[config.mk]
export PLATFORM = sky130hd
export DESIGN_NAME = ddmtd_multi_sampler
export DESIGN_NICKNAME = d
export VERILOG_FILES = /design/src/rtl/ddmtd_pkg.sv /design/src/rtl/ddmtd_deglitcher.sv /design/src/rtl/ddmtd_multi_sampler.sv
export SDC_FILE = /design/constraint.sdc
export NUM_CORES = 1
export LEC_CHECK = 0
export CORE_AREA = 2 2 91 93
export DETAILED_ROUTE_END_ITERATION = 10
export DIE_AREA = 0 0 93 95
export PLACE_DENSITY = 0.89
export SLEW_MARGIN = 20
export SYNTH_ARGS = -nofsm -noshare
export SYNTH_HDL_FRONTEND = slang
export SYNTH_SLANG_ARGS = --single-unit
[constraint.sdc]
create_clock -name clk_ddmtd_i -period 8.66 [get_ports clk_ddmtd_i]
set_clock_uncertainty 0.2 [all_clocks]
set_input_delay 1.732 -clock clk_ddmtd_i [delete_from_list [all_inputs] [get_ports clk_ddmtd_i]]
set_output_delay 1.732 -clock clk_ddmtd_i [all_outputs]
set_load 0.05 [all_outputs]
[src/rtl/ddmtd_pkg.sv]
// rtl/ddmtd_pkg.sv - shared state type and parameter defaults for the DDMTD sampler
package ddmtd_pkg;

    localparam int DEF_N_CH        = 2;
    localparam int DEF_SYNC_STAGES = 3;
    localparam int DEF_GLITCH_THR  = 4;
    localparam int DEF_TAG_W       = 16;

    typedef enum logic [2:0] {
        ST_ARM,
        ST_LOW,
        ST_RISE_CHK,
        ST_HIGH,
        ST_FALL_CHK
    } ddmtd_state_e;

endpackage

[src/rtl/ddmtd_deglitcher.sv]
// rtl/ddmtd_deglitcher.sv - one channel: sync chain, deglitch FSM and tag register
module ddmtd_deglitcher
    import ddmtd_pkg::*;
#(
    parameter int SYNC_STAGES = DEF_SYNC_STAGES,
    parameter int GLITCH_THR  = DEF_GLITCH_THR,
    parameter int TAG_W       = DEF_TAG_W
) (
    input  logic             clk_i,
    input  logic             rst_i,
    input  logic             clk_in_i,
    input  logic             en_i,
    input  logic [TAG_W-1:0] ts_i,
    input  logic             tag_ready_i,
    input  logic             ovf_clr_i,
    output logic             sampled_o,
    output logic             filt_o,
    output logic             tag_valid_o,
    output logic [TAG_W-1:0] tag_o,
    output logic             tag_ovf_o
);

    localparam int CNT_W = $clog2(GLITCH_THR + 1);

    logic [SYNC_STAGES-1:0] sync_q, sync_d;
    ddmtd_state_e           state_q, state_d;
    logic [CNT_W-1:0]       cnt_q, cnt_d;
    logic [TAG_W-1:0]       cap_q, cap_d;
    logic [TAG_W-1:0]       tag_q, tag_d;
    logic                   valid_q, valid_d;
    logic                   ovf_q, ovf_d;

    logic                   sample;
    logic [CNT_W-1:0]       cnt_inc;
    logic                   thr_hit;
    logic                   emit;
    logic                   accept;

    always_comb begin
        sync_d  = {sync_q[SYNC_STAGES-2:0], clk_in_i};
        sample  = sync_q[SYNC_STAGES-1];
        cnt_inc = cnt_q + CNT_W'(1);
        thr_hit = (cnt_inc == CNT_W'(GLITCH_THR));
        state_d = state_q;
        cnt_d   = cnt_q;
        cap_d   = cap_q;
        emit    = 1'b0;

        case (state_q)
            // ARM insists on a clean low run so a clock already high at
            // reset/enable never produces a bogus rising edge
            ST_ARM: begin
                if (sample) begin
                    cnt_d = '0;
                end else if (thr_hit) begin
                    state_d = ST_LOW;
                    cnt_d   = '0;
                end else begin
                    cnt_d = cnt_inc;
                end
            end
            ST_LOW: begin
                if (sample) begin
                    state_d = ST_RISE_CHK;
                    cnt_d   = CNT_W'(1);
                    cap_d   = ts_i;
                end
            end
            ST_RISE_CHK: begin
                if (!sample) begin
                    state_d = ST_LOW;
                    cnt_d   = '0;
                end else if (thr_hit) begin
                    state_d = ST_HIGH;
                    cnt_d   = '0;
                    emit    = 1'b1;
                end else begin
                    cnt_d = cnt_inc;
                end
            end
            ST_HIGH: begin
                if (!sample) begin
                    state_d = ST_FALL_CHK;
                    cnt_d   = CNT_W'(1);
                end
            end
            ST_FALL_CHK: begin
                if (sample) begin
                    state_d = ST_HIGH;
                    cnt_d   = '0;
                end else if (thr_hit) begin
                    state_d = ST_LOW;
                    cnt_d   = '0;
                end else begin
                    cnt_d = cnt_inc;
                end
            end
            default: begin
                state_d = ST_ARM;
                cnt_d   = '0;
            end
        endcase

        if (!en_i) begin
            state_d = ST_ARM;
            cnt_d   = '0;
            emit    = 1'b0;
        end
    end

    always_comb begin
        accept  = valid_q & tag_ready_i;
        tag_d   = tag_q;
        valid_d = valid_q;
        ovf_d   = ovf_q & ~ovf_clr_i;
        if (accept) begin
            valid_d = 1'b0;
        end
        // a tag arriving into an occupied, unaccepted slot is dropped
        if (emit) begin
            if (!valid_q || accept) begin
                tag_d   = cap_q;
                valid_d = 1'b1;
            end else begin
                ovf_d = 1'b1;
            end
        end
        if (!en_i) begin
            valid_d = 1'b0;
        end
    end

    always_ff @(posedge clk_i or posedge rst_i) begin
        if (rst_i) begin
            sync_q  <= '0;
            state_q <= ST_ARM;
            cnt_q   <= '0;
            cap_q   <= '0;
            tag_q   <= '0;
            valid_q <= 1'b0;
            ovf_q   <= 1'b0;
        end else begin
            sync_q  <= sync_d;
            state_q <= state_d;
            cnt_q   <= cnt_d;
            cap_q   <= cap_d;
            tag_q   <= tag_d;
            valid_q <= valid_d;
            ovf_q   <= ovf_d;
        end
    end

    assign sampled_o   = sync_q[SYNC_STAGES-1];
    assign filt_o      = (state_q == ST_HIGH) || (state_q == ST_FALL_CHK);
    assign tag_valid_o = valid_q;
    assign tag_o       = tag_q;
    assign tag_ovf_o   = ovf_q;

endmodule

[src/rtl/ddmtd_multi_sampler.sv]
// rtl/ddmtd_multi_sampler.sv - multi-channel DDMTD sampler with shared timestamp counter
module ddmtd_multi_sampler
    import ddmtd_pkg::*;
#(
    parameter int N_CH        = DEF_N_CH,
    parameter int SYNC_STAGES = DEF_SYNC_STAGES,
    parameter int GLITCH_THR  = DEF_GLITCH_THR,
    parameter int TAG_W       = DEF_TAG_W
) (
    input  logic                  clk_ddmtd_i,
    input  logic                  rst_ddmtdclk_i,
    input  logic [N_CH-1:0]       clk_in_i,
    input  logic [N_CH-1:0]       en_i,
    output logic [N_CH-1:0]       clk_sampled_o,
    output logic [N_CH-1:0]       clk_filt_o,
    output logic [N_CH-1:0]       tag_valid_o,
    input  logic [N_CH-1:0]       tag_ready_i,
    output logic [N_CH*TAG_W-1:0] tag_o,
    output logic [N_CH-1:0]       tag_ovf_o,
    input  logic                  ovf_clr_i
);

    logic [TAG_W-1:0] ts_q, ts_d;

    always_comb begin
        ts_d = ts_q + TAG_W'(1);
    end

    always_ff @(posedge clk_ddmtd_i or posedge rst_ddmtdclk_i) begin
        if (rst_ddmtdclk_i) begin
            ts_q <= '0;
        end else begin
            ts_q <= ts_d;
        end
    end

    for (genvar k = 0; k < N_CH; k++) begin : g_ch
        ddmtd_deglitcher #(
            .SYNC_STAGES(SYNC_STAGES),
            .GLITCH_THR (GLITCH_THR),
            .TAG_W      (TAG_W)
        ) u_deglitcher (
            .clk_i      (clk_ddmtd_i),
            .rst_i      (rst_ddmtdclk_i),
            .clk_in_i   (clk_in_i[k]),
            .en_i       (en_i[k]),
            .ts_i       (ts_q),
            .tag_ready_i(tag_ready_i[k]),
            .ovf_clr_i  (ovf_clr_i),
            .sampled_o  (clk_sampled_o[k]),
            .filt_o     (clk_filt_o[k]),
            .tag_valid_o(tag_valid_o[k]),
            .tag_o      (tag_o[k*TAG_W +: TAG_W]),
            .tag_ovf_o  (tag_ovf_o[k])
        );
    end

endmodule

* Word level (Yosys, flattened, before mapping) *
Index checks and enable logic that the tools add are counted.

storage, ports and cells
  flip-flop bits (word level) = 102
  input port bits = 9
  output and inout port bits = 40
  word-level logic and storage cells = 111

operators by class
  add/subtract/negate cells = 3
  equal/unequal tests = 18
  multiplexer cells = 52
  bitwise operators = 5
  reductions and logical operators = 18

operator list
  operator                                                               number
  3-bit 2-to-1 mux                                                       28
  3-bit case mux with 5 select lines                                     2
  3-bit case mux with 4 select lines                                     2
  1-bit 2-to-1 mux                                                       20
  16-bit by 1-bit adder with 16-bit output, second input constant        1
  3-bit by 2-bit equality test with 1-bit output, second input constant  4
  3-bit equality test, second input constant                             4
  3-bit != test, second input constant                                   4
  2-bit AND reduction                                                    6
  4-bit != test, second input constant                                   2
  4-bit AND reduction                                                    2
  3-bit by 1-bit adder with 3-bit output, second input constant          2
  3-bit by 1-bit equality test with 1-bit output, second input constant  2
  3-bit zero test                                                        2
  3-bit by 2-bit != test with 1-bit output, second input constant        2
  1-bit AND                                                              4
  1-bit logical OR                                                       4
  2-bit OR reduction                                                     2
  1-bit zero test                                                        2
  1-bit NOT                                                              1

* Depth between registers and ports, before layout *
Gate-level depths: netlist (run 1).

  depth in word-level cells = 8
  gate-level depth with buffers = 7
  mapped depth without buffers = 5

* By module *
From an unflattened synthesis (run 1), not the netlist that was laid out.

unflattened totals
  cells, all modules = 299
  area total of the unflattened synthesis = 4320.4 sq um

by module, submodules not included
  module               instances  cells each  area each (sq um)  seq. area each (sq um)
  ddmtd_deglitcher     2          120         1816.7             1076.0
  ddmtd_multi_sampler  1          59          686.9              400.4

* Least setup slack after synthesis (run 1) *
OpenSTA, ideal clock, no wires.

  kind = register to output
  start = register g_ch[0].u_deglitcher.state_q[1]
  end = output clk_filt_o[0]
  data arrival time = 1.186 ns
  slack = 5.542 ns
  cell stages (with the launch flop) = 5
  path buffers = 2
  cell sequence = dfrtp_1 clkbuf_1 nor2_1 a22o_1 buf_4

on the way
  cells in the longest elaborated chain, start to end = 2

ends and longest elaborated chain
  element                                                                                line                       RTL
  from (decl)                                                                            ddmtd_deglitcher.sv:26     ddmtd_state_e state_q, state_d;
  from (signal assigned)                                                                 ddmtd_deglitcher.sv:144    state_q <= state_d;
  3-bit by 2-bit equality test with 1-bit output or 3-bit equality test (tied branches)  ddmtd_deglitcher.sv:154    assign filt_o = (state_q == ST_HIGH) || (state_q == ST_FALL_CHK);
  1-bit logical OR (*)                                                                   ddmtd_deglitcher.sv:154
  to (decl)                                                                              ddmtd_multi_sampler.sv:15  output logic [N_CH-1:0] clk_filt_o,

Every way passes the cells marked *; elsewhere a longest branch is shown, timed or not.

* Worst setup path in the final report (run 1) *
Ends and elaborated chain as after synthesis.

==> reports/qor.yml, run 1 <==
run_status:
  status: "finished, final reports clean"
final_layout:
  final_area_sq_um: 4997
  final_common_cell: "dfrtp_1"
  fin_nets: 371
  final_cell_mix: "102 x dfrtp_1, 64 x mux2_2, 48 x clkdlybuf4s50_1"
  n_fill_cell: 588
  area_delta_synth_final_pct: 17.75
  num_antenna_cells: 0
  drive_above_1_share_pct: 24.38
global_route:
  antenna_found_initial: 0
  overflow: 0
  grt_pass1_wl_um: 12810
  first_global_vias: 2645
  grt_max_degree: 64
  track_usage_pct: 18.62
pwr:
  power_leakage_nw: 2.356
  intPower_mw: 0.6936
  comb_power_share_pct: 4.3
  switching_share_pct: 21.21
  ir_worst_vdd_mv: 0.1740
  switching_power_mw: 0.1867
  power.density_nw_per_um2: 176.1
  power_frac_seq_pct: 56.2
  clockPowerShare_pct: 39.4
sta:
  rsz0062_at_grt: "false"
  setup_ws_ns: 4.584
  tightest_slew_ns: 1.052
  fin_crit_sh_pct: 47.06
  relSlewSlack_pct: 29.58
  report.final.slew_viol_count: 0
  period_minus_slack_ns: 4.076
  tns_ns: 0
  finalHoldViolCount: 0
  fmax_mhz: 245.4
  finalSetupViolCount: 0
place:
  dp_slack_ns: 4.404
  placed_area_sq_um: 4755
  io_buffers: 48
  routabilityCongestion: 0.7854
  dp_hpwl_um: 5175
clock_network:
  htree_levels: 3
  cts.repair.resized: 0
  post_cts_buffers: 0
  clk_path_buf_depth: 2
  cts_num_sinks: 102
  cts-root-buf: "clkbuf_8"
  ctsHoldBuffers: 0
  clkTransAtPathRegs_ns: 0.10
  cts_made_buffers: 9
  worstSkewPairLatency_ns: 0.37
  cts_tree: "built"
route:
  vias: 2522
  wl_per_cell_um: 16.18
  drt_pre_antenna_iters: 4
  totalWireLength_um: 7538
  viasPerCell: 5.412
  drtIter0Drc: 165
  ant_nets: 0
  drc: 0
synth:
  synth_async_sr_flop_share_pct: 100.0
  syn_avg_cell_area_sq_um: 13.52
  seq_area_frac_synth_pct: 60.14
  yosys_warnings: 0
  netlist_area_sq_um: 4244
  synth-main-ff-cell: "dfrtp_1"
  synth_cell_types: 42
  syn-num-nets: 328
  synth_edf_count: 0
  ys_ff_latch: 102
  synth_cells: 314
floorplan:
  initial_core_util_pct: 53.54
  core-area_sq_um: 7928
  die-area_sq_um: 8835
  dieHeight_um: 95
  die_w_um: 93
  pin_count: 49
  fp-row-count: 33
setup_path:
  cp-startpoint: "g_ch[0].u_deglitcher.state_q[1]"
  r2r_cells: 5
  max_stage_delay_ns: 0.79
  slowest_stage: "clkdlybuf4s50_1"
  crit_end: "clk_filt_o[0]"
  crit_required_ns: 6.73
  endpoint_kind: "output port"
  path_cells: "nor2_1 -> a22o_1 -> clkdlybuf4s50_1"
  r2r_end: "g_ch[1].u_deglitcher.tag_o[13]"
  r2r_start: "g_ch[1].u_deglitcher.cnt_q[0]"
  arrival_ns: 2.14
  critPathLaunchType: "flip-flop"
  ff2ff_setup_slack_ns: 5.98
  path_class: "reg -> out"
  critPathMaxFanout: 12
worst_hold_path:
  hold_path.class: "reg -> reg"
flow_run:
  maxCapViolCount: 0
## Yosys cell counts (4+ instances only)
library cell  instances  area (sq um)
buf_2                 5         25.02
buf_4                 9         67.56
clkbuf_1              4         15.01
dfrtp_1             102          2552
ha_1                  5         62.56
inv_1                10         37.54
mux2_2               64         720.7
nand2_1              12         45.04
nand2b_1              6         37.54
nand3_1               6         30.03
nand3b_1              4         30.03
nand4_1               6         37.54
nor2_1               12         45.04
nor2b_1               5         31.28
nor3_1                4         20.02
o21ai_0               7         35.03
xnor2_1              12         105.1
xor2_1                6         52.55
## sequential cells by signal (all words and copies together) (netlist names)
name                           flops
g_ch.u_deglitcher.cap_q           32
g_ch.u_deglitcher.cnt_q            6
g_ch.u_deglitcher.state_q          6
g_ch.u_deglitcher.sync_q           6
g_ch.u_deglitcher.tag_o           32
g_ch.u_deglitcher.tag_ovf_o        2
g_ch.u_deglitcher.tag_valid_o      2
ts_q                              16
## routing by layer
metal	global-route usage (%)	vias to the layer above	part of all wire, %
met4	4.902	0	0.99
met1	23.84	1286	45
met2	31.58	60	50
met5	0	-	0
met3	5.108	6	4.2
li1	-	1170	-
## through the flow
stage	power [mW]	utilization (%)	hold slack, ns	cells
floorplan	0.5306	-	0.1312	314
global placement	0.5408	59.97	0.1351	450
detailed placement	0.5432	59.97	0.1347	450
CTS	0.8880	62.94	0.1429	465
global route	0.9121	63.04	0.1640	466
finish	0.8803	63.04	0.1443	466
## cell type report
type	instances	area [sq um]	area share (%)
multi-input cells	183	1535	30.72
flip-flops and latches	102	2552	51.08
well taps	105	131.4	2.629
inverters	10	40.04	0.8012
clock inverters	6	111.4	2.228
repair buffers	51	503.0	10.07
clock buffers	9	123.9	2.479
## cell families (layout without fill, tap and decap cells)
family	after synthesis	in the layout	share of synthesized area (%)
flip-flops	102	102	60.14
AND/OR/NAND/NOR	69	69	9.582
multiplexers	64	64	16.98
buffers and inverters	29	76	3.685
AO/OA/AOI/OAI	27	27	4.422
XOR/XNOR	18	18	3.715
adder cells (fa/ha/maj)	5	5	1.474
## worst max-delay path, delay by kind of cell, from the launching register on
| kind | cells | cell delay, ns |
|---|---|---|
| DFF | 1 | 0.54 |
| and+or+nand+nor | 1 | 0.27 |
| AOI/OAI and AO/OA | 1 | 0.18 |
| buffers and inverters | 1 | 0.79 |
## power by group through the flow
stage / logic (mW) / clock network, mW / registers (mW)
5_1_grt: 0.0430 / 0.373 / 0.497
4_1_cts: 0.0395 / 0.354 / 0.495
6_report: 0.0383 / 0.347 / 0.495
3_3_place_gp: 0.0375 / 0 / 0.503
2_1_floorplan: 0.0294 / 0 / 0.501
3_5_place_dp: 0.0389 / 0 / 0.504
## how the worst min path moves through the flow
stage	slack [ns]	endpoint	start	depth (start not counted)
after detailed placement	0.13	g_ch[0].u_deglitcher.sync_q[2]	g_ch[0].u_deglitcher.sync_q[1]	0
after CTS	0.14	g_ch[1].u_deglitcher.sync_q[1]	g_ch[1].u_deglitcher.sync_q[0]	0
final	0.14	g_ch[1].u_deglitcher.sync_q[1]	g_ch[1].u_deglitcher.sync_q[0]	0
after global placement	0.14	g_ch[0].u_deglitcher.sync_q[1]	g_ch[0].u_deglitcher.sync_q[0]	0
after global routing	0.16	g_ch[0].u_deglitcher.sync_q[2]	g_ch[0].u_deglitcher.sync_q[1]	0
after floorplan	0.13	g_ch[0].u_deglitcher.sync_q[1]	g_ch[0].u_deglitcher.sync_q[0]	0
Power figures use the tool's default switching activity.
==> run 2: changes to the inputs <==
clock period = 3.9 ns   (was 8.66 ns; I/O delays follow)
==> run 2 against run 1 <==
Effect of this change:
- sequential power up 120%
- hold slack improved by 0.0024 ns
- critical path depth unchanged
- worst setup slack worse by 3.8 ns
- count of clock-buffer cells in the layout increased by 3
- critical path type unchanged
- critical endpoint unchanged
- largest power group unchanged
- highest routed layer unchanged
==> reports/qor.yml, run 2 (synthesized netlist as in run 1, its figures left out) <==
run_status:
  status: "finished, final reports clean"
clock_network:
  clk_path_buf_depth: 2  # unchanged
  post_cts_buffers: 0  # unchanged
  cts_tree: "built"
  ctsHoldBuffers: 0  # unchanged
  htree_levels: 3  # unchanged
  worstSkewPairLatency_ns: 0.36  # about the same
  cts_made_buffers: 9  # unchanged
  cts_num_sinks: 102  # unchanged
  cts-root-buf: "clkbuf_8"
  clkTransAtPathRegs_ns: 0.10  # about the same
  cts.repair.resized: 0  # unchanged
global_route:
  antenna_found_initial: 0  # unchanged
  grt_max_degree: 58  # -9.4%
  track_usage_pct: 18.55  # -0.067 points
  overflow: 0  # unchanged
  first_global_vias: 2633  # -0.45%
  grt_pass1_wl_um: 12740  # -0.54%
pwr:
  power.density_nw_per_um2: 372.7  # +110%
  ir_worst_vdd_mv: 0.2388  # +37%
  power_leakage_nw: 2.354  # -0.11%
route:
  ant_nets: 0  # unchanged
  drt_pre_antenna_iters: 4  # unchanged
  viasPerCell: 5.395  # -0.31%
  drc: 0  # unchanged
  totalWireLength_um: 7263  # -3.6%
  vias: 2525  # +0.12%
  wl_per_cell_um: 15.52  # -4.1%
  drtIter0Drc: 95  # -42%
sta:
  tightest_slew_ns: 0.7520  # -0.2999 ns
  rsz0062_at_grt: "false"
  period_minus_slack_ns: 3.098
  tns_ns: 0  # unchanged
  finalSetupViolCount: 0  # unchanged
  setup_ws_ns: 0.8021  # -3.782 ns
  report.final.slew_viol_count: 0  # unchanged
  fin_crit_sh_pct: 79.43
  hold_slack_ns: 0.1467  # +0.002389 ns
  relSlewSlack_pct: 49.86  # +20 points
  fmax_mhz: 322.8
  finalHoldViolCount: 0  # unchanged
floorplan:
  die_w_um: 93  # unchanged
  die-area_sq_um: 8835  # unchanged
  fp-row-count: 33  # unchanged
  core-area_sq_um: 7928  # unchanged
  dieHeight_um: 95  # unchanged
  initial_core_util_pct: 53.54  # unchanged
  pin_count: 49  # unchanged
setup_path:
  arrival_ns: 2.12  # -0.02 ns
  max_stage_delay_ns: 0.79  # about the same
  slowest_stage: "clkdlybuf4s50_1"
  crit_required_ns: 2.92  # -3.81 ns
  critPathLaunchType: "flip-flop"
  path_cells: "nor2_1 -> a22o_1 -> clkdlybuf4s50_1"
  r2r_start: "g_ch[1].u_deglitcher.cnt_q[0]"
  endpoint_kind: "output port"
  critPathMaxFanout: 12  # unchanged
  path_class: "reg -> out"
  cp-startpoint: "g_ch[0].u_deglitcher.state_q[1]"
final_layout:
  drive_above_1_share_pct: 24.52  # +0.14 points
  final_common_cell: "dfrtp_1"
  utilization_pct: 62.97  # -0.063 points
  area_delta_synth_final_pct: 17.63
  num_antenna_cells: 0  # unchanged
  fin_nets: 372  # +0.27%
  final_cell_mix: "102 x dfrtp_1, 64 x mux2_2, 48 x clkdlybuf4s50_1"
worst_hold_path:
  hold_path.class: "reg -> reg"
  min-delay-start: "g_ch[1].u_deglitcher.sync_q[0]"
place:
  dp_slack_ns: 0.9529  # -3.451 ns
  routabilityCongestion: 0.8407  # +7.0%
  dp_hpwl_um: 4969  # -4.0%
  io_buffers: 48  # unchanged
flow_run:
  maxCapViolCount: 0  # unchanged
==> run 2: cell count changes in the layout (fill, tap and decap cells not counted) <==
cell / previous run / this run
clkinv_4: 1 / 2
buf_12: 0 / 1
clkbuf_1: 0 / 1
clkinv_2: 1 / 0
clkbuf_8: 9 / 11
bufinv_16: 3 / 1
==> run 2: report_power, final <==
| part | switching [mW] | internal (mW) | total [mW] | leakage [nW] |
|---|---|---|---|---|
| clock network | 0.341 | 0.334 | 0.675 | 0.103 |
| logic | 0.0484 | 0.0384 | 0.0868 | 0.872 |
| registers | 0.0176 | 1.08 | 1.10 | 1.38 |
==> run 2: worst max-delay path, delay by kind of cell, from the launching register on <==
family                 cells  cell delay [ns]
AO/OA/AOI/OAI              1             0.18
buffers and inverters      1             0.79
flip-flops                 1             0.54
AND/OR/NAND/NOR            1             0.25
==> run 2: routing by layer <==
layer	routed length, um	GRT usage (%)	vias to the layer above
met2	3649	31.34	57
met1	3222	23.43	1281
met4	70	5.392	0
met3	321	5.427	6
met5	0	0	-
li1	-	-	1181
==> run 2: final timing paths <==
path                                                       end  slack, ns  cells past startpoint
worst max-delay path                             clk_filt_o[0]       0.80                      3
worst min-delay path            g_ch[1].u_deglitcher.sync_q[1]       0.15                      0
worst min register to register  g_ch[1].u_deglitcher.sync_q[1]       0.15                      0
max in group asynchronous       g_ch[1].u_deglitcher.cap_q[13]       2.19                      3
min in group asynchronous       g_ch[1].u_deglitcher.sync_q[2]       0.62                      2
worst max register to register   g_ch[1].u_deglitcher.tag_o[3]       1.30                      5
==> run 2: layout make-up <==
| cell class | count | area (sq um) |
|---|---|---|
| Clock buffer | 12 | 155.1 |
| Clock inverter | 4 | 55.05 |
| Fill cell | 605 | 2935 |
| Inverter | 10 | 40.04 |
| Multi-Input combinational cell | 183 | 1535 |
| Sequential cell | 102 | 2552 |
| Tap cell | 105 | 131.4 |
| Timing Repair Buffer | 52 | 523.0 |
==> run 2: stage by stage <==
step | cells | power [mW] | cell area [sq um]
floorplan | 314 | 1.178 | 4244
CTS | 467 | 1.880 | 4985
detailed placement | 451 | 1.208 | 4775
finish | 468 | 1.861 | 4992
global route | 468 | 1.936 | 4992
global placement | 451 | 1.202 | 4775
